[src/rtl/seq_divider_if.sv]
// Handshake and operand/result bundle for the sequential divider.
// The master issues operations, the slave (the divider) returns results.
interface seq_divider_if #(
    parameter int DW = 8,
    parameter int VW = 4
);
    logic          start;
    logic [DW-1:0] dividend;
    logic [VW-1:0] divisor;
    logic          busy;
    logic          done;
    logic [DW-1:0] quotient;
    logic [VW-1:0] remainder;
    logic          div_by_zero;

    modport master (
        output start, dividend, divisor,
        input  busy, done, quotient, remainder, div_by_zero
    );

    modport slave (
        input  start, dividend, divisor,
        output busy, done, quotient, remainder, div_by_zero
    );
endinterface

[src/rtl/seq_divider.sv]
// Multi-cycle restoring unsigned divider: one quotient bit per clock, MSB first.
// Start is honoured in IDLE or DONE, so operations can run back-to-back.
module seq_divider #(
    parameter int DW = 8,
    parameter int VW = 4
) (
    input  logic             clk,
    input  logic             rst,
    seq_divider_if.slave     bus
);
    localparam int CW = (DW > 1) ? $clog2(DW) : 1;

    typedef enum logic [1:0] {
        S_IDLE = 2'd0,
        S_CALC = 2'd1,
        S_DONE = 2'd2
    } state_t;

    state_t        state_q, state_d;
    logic [DW-1:0] sr_q, sr_d;
    logic [VW:0]   part_q, part_d;
    logic [VW-1:0] dvs_q, dvs_d;
    logic [CW-1:0] cnt_q, cnt_d;
    logic          busy_q, busy_d;
    logic          done_q, done_d;
    logic [DW-1:0] quot_q, quot_d;
    logic [VW-1:0] rem_q, rem_d;
    logic          dbz_q, dbz_d;

    logic [VW:0]   shifted;
    logic [VW:0]   trial;
    logic          qbit;
    logic [VW:0]   part_iter;
    logic [DW-1:0] sr_iter;

    // One restoring step: the partial remainder is always below the divisor,
    // so after the shift it fits VW+1 bits and the top bit of part_q is spare.
    always_comb begin
        shifted   = (VW+1)'({part_q, sr_q[DW-1]});
        trial     = shifted - {1'b0, dvs_q};
        qbit      = (shifted >= {1'b0, dvs_q});
        part_iter = qbit ? trial : shifted;
        sr_iter   = {sr_q[DW-2:0], qbit};
    end

    always_comb begin
        state_d = state_q;
        sr_d    = sr_q;
        part_d  = part_q;
        dvs_d   = dvs_q;
        cnt_d   = cnt_q;
        busy_d  = busy_q;
        done_d  = 1'b0;
        quot_d  = quot_q;
        rem_d   = rem_q;
        dbz_d   = dbz_q;

        case (state_q)
            S_IDLE, S_DONE: begin
                if (bus.start) begin
                    sr_d   = bus.dividend;
                    dvs_d  = bus.divisor;
                    part_d = '0;
                    cnt_d  = '0;
                    if (bus.divisor == '0) begin
                        state_d = S_DONE;
                        busy_d  = 1'b0;
                        done_d  = 1'b1;
                        quot_d  = '1;
                        rem_d   = '0;
                        dbz_d   = 1'b1;
                    end else begin
                        state_d = S_CALC;
                        busy_d  = 1'b1;
                    end
                end else begin
                    state_d = S_IDLE;
                end
            end

            S_CALC: begin
                sr_d   = sr_iter;
                part_d = part_iter;
                cnt_d  = cnt_q + 1'b1;
                // The final iteration and the result load share one edge.
                if (cnt_q == CW'(DW-1)) begin
                    state_d = S_DONE;
                    busy_d  = 1'b0;
                    done_d  = 1'b1;
                    quot_d  = sr_iter;
                    rem_d   = part_iter[VW-1:0];
                    dbz_d   = 1'b0;
                end
            end

            default: begin
                state_d = S_IDLE;
                busy_d  = 1'b0;
            end
        endcase
    end

    always_ff @(posedge clk or posedge rst) begin
        if (rst) begin
            state_q <= S_IDLE;
            sr_q    <= '0;
            part_q  <= '0;
            dvs_q   <= '0;
            cnt_q   <= '0;
            busy_q  <= 1'b0;
            done_q  <= 1'b0;
            quot_q  <= '0;
            rem_q   <= '0;
            dbz_q   <= 1'b0;
        end else begin
            state_q <= state_d;
            sr_q    <= sr_d;
            part_q  <= part_d;
            dvs_q   <= dvs_d;
            cnt_q   <= cnt_d;
            busy_q  <= busy_d;
            done_q  <= done_d;
            quot_q  <= quot_d;
            rem_q   <= rem_d;
            dbz_q   <= dbz_d;
        end
    end

    assign bus.busy        = busy_q;
    assign bus.done        = done_q;
    assign bus.quotient    = quot_q;
    assign bus.remainder   = rem_q;
    assign bus.div_by_zero = dbz_q;
endmodule
[src/flat_wrapper.sv]
// flat-port wrapper written by rule: the top's interface ports become plain ports
module seq_divider_flat 
#(
    parameter int DW = 8,
    parameter int VW = 4
)
  (clk, rst, bus_start, bus_dividend, bus_divisor, bus_busy, bus_done, bus_quotient, bus_remainder, bus_div_by_zero);
  seq_divider_if #(.DW(DW), .VW(VW)) bus_i ();
  input  logic clk;
  input  logic rst;
  input wire logic [$bits(bus_i.start)-1:0] bus_start;
  input wire logic [$bits(bus_i.dividend)-1:0] bus_dividend;
  input wire logic [$bits(bus_i.divisor)-1:0] bus_divisor;
  output wire logic [$bits(bus_i.busy)-1:0] bus_busy;
  output wire logic [$bits(bus_i.done)-1:0] bus_done;
  output wire logic [$bits(bus_i.quotient)-1:0] bus_quotient;
  output wire logic [$bits(bus_i.remainder)-1:0] bus_remainder;
  output wire logic [$bits(bus_i.div_by_zero)-1:0] bus_div_by_zero;
  assign bus_i.start = bus_start;
  assign bus_i.dividend = bus_dividend;
  assign bus_i.divisor = bus_divisor;
  assign bus_busy = bus_i.busy;
  assign bus_done = bus_i.done;
  assign bus_quotient = bus_i.quotient;
  assign bus_remainder = bus_i.remainder;
  assign bus_div_by_zero = bus_i.div_by_zero;
  seq_divider #(.DW(DW), .VW(VW)) u_core (.clk(clk), .rst(rst), .bus(bus_i));
endmodule
[config.mk]
export PLATFORM = sky130hd
export DESIGN_NAME = seq_divider_flat
export DESIGN_NICKNAME = d
export VERILOG_FILES = /design/src/rtl/seq_divider_if.sv /design/src/rtl/seq_divider.sv /design/src/flat_wrapper.sv
export SDC_FILE = /design/constraint.sdc
export NUM_CORES = 1
export LEC_CHECK = 0
export ABC_AREA = 1
export BUFFER_PORTS_ARGS = -buffer_cell sky130_fd_sc_hd__buf_2
export CORE_MARGIN = 3
export CORE_UTILIZATION = 26
export CTS_CLUSTER_SIZE = 8
export DETAILED_ROUTE_END_ITERATION = 7
export SLEW_MARGIN = 20
export SYNTH_ARGS = -nofsm -noshare
export SYNTH_HDL_FRONTEND = slang
export SYNTH_SLANG_ARGS = --single-unit
[constraint.sdc]
create_clock -name clk -period 3.6 [get_ports clk]
set_input_delay 0.36 -clock clk [delete_from_list [all_inputs] [get_ports clk]]
set_output_delay 0.36 -clock clk [all_outputs]
set_load 0.05 [all_outputs]
==> flow_summary_export.csv, run 1 <==
group,metric,value,unit
status,status,"completed",
drt,dr_total_vias,1327,
critical_path,critical_path.max_fanout,6,
timing,worst_clock_skew,0.00972,ns
timing,count_of_final_max_slew_check_failures,0,
floorplan,initial_utilization,27.8,%
critical_path,cp_data_arrival_time,1.92,ns
global_routing,grt_usage,10.6,%
clocking,path_clk_slew,0.08,ns
clocking,cts_inserted_buffers,5,
place,gp_congestion,0.768,
floorplan,fp.coreArea,6170,um^2
layout,final.fill_count,658,
drt,detail-route-antenna-nets,0,
synthesis,yosys_warnings,0,
clocking,clk-insertion-delay-late,0.29,ns
layout,final_core_util,32.7,%
critical_path,worst_path_max_delay_cell,"dfrtp_1",
global_routing,wire_length_of_the_first_global_routing_pass,6.18,mm
layout,antenna_cells_inserted,0,
synthesis,synth.yosys.seq_area_share,52.5,%
clocking,post_cts_hold_buffer_count,0,
timing,worst_hold_check_slack,0.160,ns
floorplan,boundaryPins,30,
clocking,cts-root-buf,"clkbuf_8",
floorplan,die_area,7610,um^2
drt,remaining_drc_errors,0,
synthesis,synthesis.area,1720,um^2
synthesis,synth_async_sr_flop_share,100,%
clocking,ctsResizeCount,0,
floorplan,die_w,87.2,um
synthesis,synth-main-ff-cell,"dfrtp_1",
timing,relSlewSlack,60.5,%
floorplan,dieHeight,87.2,um
global_routing,globalRouteOverflowTotal,0,
timing,rsz_0062_raised_after_global_routing,"no",
global_routing,antenna_found_initial,0,
layout,layout-drive-gt1-share,21.2,%
critical_path,critical-path-max-stage-delay,0.36,ns
drt,dr.pass1.iters,4,
layout,seq_area,901,um^2
synthesis,synthCells,194,
timing,totalNegativeSetupSlack,0,ns
drt,post_drt_wl_per_cell,11.7,um
drt,route.final.wire_length,3.51,mm
critical_path,setup.worst_path.start_class,"flop",
min_path,worstHoldPathType,"in2async",
synthesis,postSynthNetCount,216,
clocking,post-cts-setup-buffer-count,0,
layout,area.growth.synth_to_final,17.5,%
synthesis,yosysUniqueCellTypes,25,
clocking,cts_sinks,36,
critical_path,cp.required,3.77,ns
run,maxCapViolations,0,
critical_path,worstPathCellList,"inv_1 -> ha_1 -> a21oi_1 -> nand2_1 -> nand2_1 -> nand2_2 -> nand3_1 -> nand2_1 -> nand2_1 -> nand2_1",
layout,fin_nets,247,
layout,multiInputGateArea,674,um^2
place,placement.io_buffers,29,
synthesis,ys_seq_elements,36,
clocking,clock_tree.buffer_depth,2,
floorplan,rows,28,
drt,via_per_inst,4.41,
timing,maxClockFrequency,571,MHz
clocking,tritoncts,"built",
synthesis,synth-edff-count,0,
critical_path,worstSetupEndpointType,"flop",
critical_path,criticalPathCategory,"reg2reg",
critical_path,timing.critical_path.mode_cell,"nand2_1",
timing,setup_viol,0,
timing,worst_slew_pin_slew,0.592,ns
timing,post-route-period-util,48.6,%
timing,final_hold_violating_endpoints,0,
clocking,htree_levels,2,
drt,drtIter0Drc,39,
timing,layout_min_cycle_time,1.75,ns
global_routing,grt_max_degree,37,
synthesis,syn_avg_cell_area,8.84,um^2
global_routing,first_global_vias,1300,
place,hpwlAfterDp,2.63,mm
synthesized netlist by cell type (all sizes together) (2+ instances only):
master | n | area (um^2)
o21ai | 14 | 73.8
inv | 27 | 101
a22o | 2 | 17.5
dfrtp | 36 | 901
nand2 | 69 | 274
nor2 | 3 | 27.5
o211ai | 9 | 67.6
ha | 6 | 75.1
a21oi | 2 | 10.0
nand4 | 4 | 25.0
buf | 6 | 38.8
nand3 | 11 | 55.1
sequential cells by signal (all words and copies together) (netlist names):
register / flops
u_core.bus.done: 1
u_core.state_q: 2
u_core.part_q: 4
u_core.bus.quotient: 8
u_core.sr_q: 8
u_core.cnt_q: 3
u_core.bus.remainder: 4
u_core.bus.div_by_zero: 1
u_core.bus.busy: 1
u_core.dvs_q: 4
final timing paths:
kind / cells after the start / slack (ns) / start / to
max in group asynchronous: 3 / 3.11 / rst / u_core.bus.busy
setup reg to reg: 10 / 1.85 / u_core.dvs_q[2] / u_core.bus.remainder[0]
min in group clk: 3 / 0.34 / bus_dividend[1] / u_core.sr_q[1]
setup / recovery: 10 / 1.85 / u_core.dvs_q[2] / u_core.bus.remainder[0]
hold / removal: 3 / 0.16 / rst / u_core.part_q[1]
hold reg to reg: 2 / 0.47 / u_core.bus.busy / u_core.bus.busy
final cells by class:
class / count / area share [%]
clock inverter: 2 / 0.497
tap: 75 / 4.66
multi-input combinational: 125 / 33.5
inverter: 27 / 5.03
clock buffer: 6 / 4.10
timing repair buffer: 30 / 7.57
sequential: 36 / 44.7
placed cells by master (no fill, tap or decap), types with 2 or more instances in the layout:
| cell type | count |
|---|---|
| a21oi_1 | 2 |
| a22o_1 | 2 |
| buf_2 | 29 |
| clkbuf_8 | 6 |
| clkinv_2 | 2 |
| dfrtp_1 | 36 |
| ha_1 | 6 |
| inv_1 | 23 |
| inv_2 | 4 |
| nand2_1 | 65 |
| nand2_2 | 3 |
| nand3_1 | 11 |
| nand4_1 | 4 |
| nor2_1 | 2 |
| o211ai_1 | 9 |
| o21ai_0 | 11 |
| o21ai_1 | 2 |
per-stage QoR:
stage,area (um^2),setup slack [ns],instances
after global routing,2020,1.64,301
after global placement,1920,1.85,293
after floorplan,1720,2.08,194
after detailed placement,1920,1.82,293
after CTS,2020,1.81,301
final,2020,1.85,301
worst max-delay path, delay by kind of cell (launching register included):
| family | cells | cell delay, ns |
|---|---|---|
| AOI/OAI and AO/OA | 1 | 0.23 |
| and+or+nand+nor | 7 | 0.64 |
| buffers and inverters | 1 | 0.05 |
| DFF | 1 | 0.36 |
| adders and majority gates | 1 | 0.34 |
kinds of logic (layout without fill, tap and decap cells):
group                    Yosys count  in the layout  share of synthesized area, %
flip-flops                        36             36                          52.5
AND/OR/NAND/NOR                   88             88                          22.6
AO/OA/AOI/OAI                     29             29                          10.6
adder cells (fa/ha/maj)            7              7                          5.54
XOR/XNOR                           1              1                         0.511
buffers and inverters             33             65                          8.17
per-layer routing:
metal	wire [um]	share of wire (%)	up-vias	GRT usage (%)
met5	0	0	-	0
met4	20	0.57	0	3.35
met3	150	4.3	2	3.31
met2	1670	48	17	16.4
met1	1670	47	620	14.0
li1	-	-	688	-
Power of run 1 is left out: the tool's default activity adds up to more than one toggle a clock period on the data nets, which glitch-free logic cannot reach.
==> inputs of run 2 (changes only) <==
==> constraint.sdc (replaced) <==
create_clock -name clk -period 1.4 [get_ports clk]
set_input_delay 0.14 -clock clk [delete_from_list [all_inputs] [get_ports clk]]
set_output_delay 0.14 -clock clk [all_outputs]
set_load 0.05 [all_outputs]
==> run 2 against run 1 <==
The run now ends with setup timing left. Clock skew grew 0.0023 ns. Final area rose by 16%. First-iteration DRC count increased to 2.7 times the previous value. Hold slack got worse by 0.062 ns. Critical endpoint is now u_core.sr_q[0].
==> flow_summary_export.csv, run 2 (same netlist as run 1, synthesis figures left out) <==
group,metric,value,unit
critical_path,worstPathCellList,"ha_4 -> a21oi_4 -> nand2_1 -> nand2_2 -> nand2_4 -> buf_6 -> nand2_2 -> o211ai_1",
layout,most-common-layout-cells,"nand2_1 (59), dfrtp_1 (36), buf_2 (29)",
critical_path,critical_path.max_fanout,6,
global_routing,first_global_vias,1413,
timing,relSlewSlack,68.8,%
floorplan,dieHeight,87.2,um
drt,dr.pass1.iters,4,
layout,layoutNonFillerInstCount,322,
global_routing,wire_length_of_the_first_global_routing_pass,6.63,mm
clocking,cts_inserted_buffers,5,
drt,dr_total_vias,1415,
place,hpwlAfterDp,2.79,mm
drt,drtIter0Drc,104,
floorplan,rows,28,
status,status,"finished, violations left",
layout,layout-drive-gt1-share,35.6,%
critical_path,critical-path-max-stage-delay,0.43,ns
place,placement.io_buffers,29,
layout,layout_commonest_cell,"nand2_1",
layout,final.fill_count,648,
min_path,worstHoldPathType,"in2reg",
drt,route.final.wire_length,3.94,mm
critical_path,critical_path.reg2reg.startpoint,"u_core.part_q[1]",
clocking,clk-insertion-delay-late,0.30,ns
critical_path,worst_r2r_endpoint,"u_core.sr_q[0]",
clocking,tritoncts,"built",
layout,antenna_cells_inserted,0,
min_path,worstHoldPathCells,3,
drt,remaining_drc_errors,0,
critical_path,timing.critical_path.mode_cell,"nand2_2",
timing,layout_min_cycle_time,1.52,ns
timing,worst_slew_pin_slew,0.469,ns
critical_path,setup.worst_path.start_class,"flop",
timing,post-route-period-util,108,%
global_routing,grt_usage,11.4,%
floorplan,initial_utilization,27.8,%
timing,worst_clock_skew,0.0120,ns
layout,area.growth.synth_to_final,36.4,%
clocking,path_clk_slew,0.08,ns
critical_path,cp.required,1.57,ns
global_routing,globalRouteOverflowTotal,0,
min_path,min_delay_worst_endpoint,"u_core.sr_q[3]",
drt,post_drt_wl_per_cell,12.2,um
place,dp_worst_setup_slack,-0.123,ns
clocking,htree_levels,2,
critical_path,worstSetupEndpointType,"flop",
run,maxCapViolations,0,
global_routing,grt_max_degree,37,
place,gp_congestion,0.782,
critical_path,critical_path_buf_inv_count,1,
clocking,cts-root-buf,"clkbuf_8",
critical_path,worst_path_max_delay_cell,"dfrtp_1",
floorplan,fp.coreArea,6170,um^2
floorplan,die_area,7610,um^2
critical_path,criticalPathCategory,"reg2reg",
drt,detail-route-antenna-nets,0,
critical_path,crit_family,"flip-flops",
place,dpl_cell_area,2090,um^2
critical_path,rrSetupSlack,-0.12,ns
drt,via_per_inst,4.39,
place,place.detailed.instances,309,
clocking,cts_sinks,36,
status,violations,"setup timing",
timing,count_of_final_max_slew_check_failures,0,
floorplan,boundaryPins,30,
clocking,clock_tree.buffer_depth,2,
timing,worst_hold_check_slack,0.0977,ns
critical_path,reg2regPathDepth,8,
timing,final_critical_path_setup_slack,-0.116,ns
timing,rsz_0062_raised_after_global_routing,"yes",
min_path,hold_start,"bus_dividend[3]",
floorplan,die_w,87.2,um
layout,fin_nets,268,
timing,maxClockFrequency,660,MHz
layout,final_cell_area,2340,um^2
timing,final_hold_violating_endpoints,0,
timing,setup_viol,10,
critical_path,cp_data_arrival_time,1.68,ns
global_routing,antenna_found_initial,0,
-- run 2: timing repair --
item                                   CTS  global route
endpoints found under the hold margin   36             0
resized for setup                        7            17
pin swaps                                5             7
hold buffers                             1             0
setup buffers                            2             2
setup endpoints to repair               10            22
-- run 2: worst register-to-register path, cell delays in order (launching register included) --
cell and delay (ns):
dfrtp_1 0.43, ha_4 0.28, a21oi_4 0.13, nand2_1 0.08, nand2_2 0.12, nand2_4 0.11
buf_6 0.13, nand2_2 0.04, o211ai_1 0.08
-- run 2: final cells by class --
cell class              instances  area, um^2  area share, %
well taps                      75        93.8           4.01
clock inverters                 2        35.0           1.50
flip-flops and latches         36         901           38.5
multi-input cells             125         797           34.1
clock buffers                   6        72.6           3.10
inverters                      27         104           4.44
repair buffers                 51         337           14.4
-- run 2: layer usage --
layer	vias to the layer above	part of all wire (%)	global-route usage, %
met5	-	0	0
met3	8	5.0	3.12
li1	724	-	-
met4	0	2.5	5.86
met2	21	48	17.4
met1	662	45	14.8
-- run 2: how the worst max path moves through the flow --
stage                     cells past startpoint             start                      end
final                                         8  u_core.part_q[1]           u_core.sr_q[0]
after global routing                          8  u_core.part_q[1]           u_core.sr_q[0]
after CTS                                     7   u_core.dvs_q[0]  u_core.bus.remainder[1]
after detailed placement                      8    u_core.sr_q[7]  u_core.bus.remainder[1]
after global placement                        8    u_core.sr_q[7]  u_core.bus.remainder[1]
after floorplan                               8    u_core.sr_q[7]  u_core.bus.remainder[1]
-- run 2: stage by stage --
stage | util [%] | TNS [ns]
6_report | 37.9 | -0.734
5_1_grt | 37.9 | -1.63
4_1_cts | 36.4 | -0.435
3_5_place_dp | 33.9 | -0.575
3_3_place_gp | 33.9 | -0.369
2_1_floorplan | - | -0.0303
Power of run 2 is left out for the same reason.
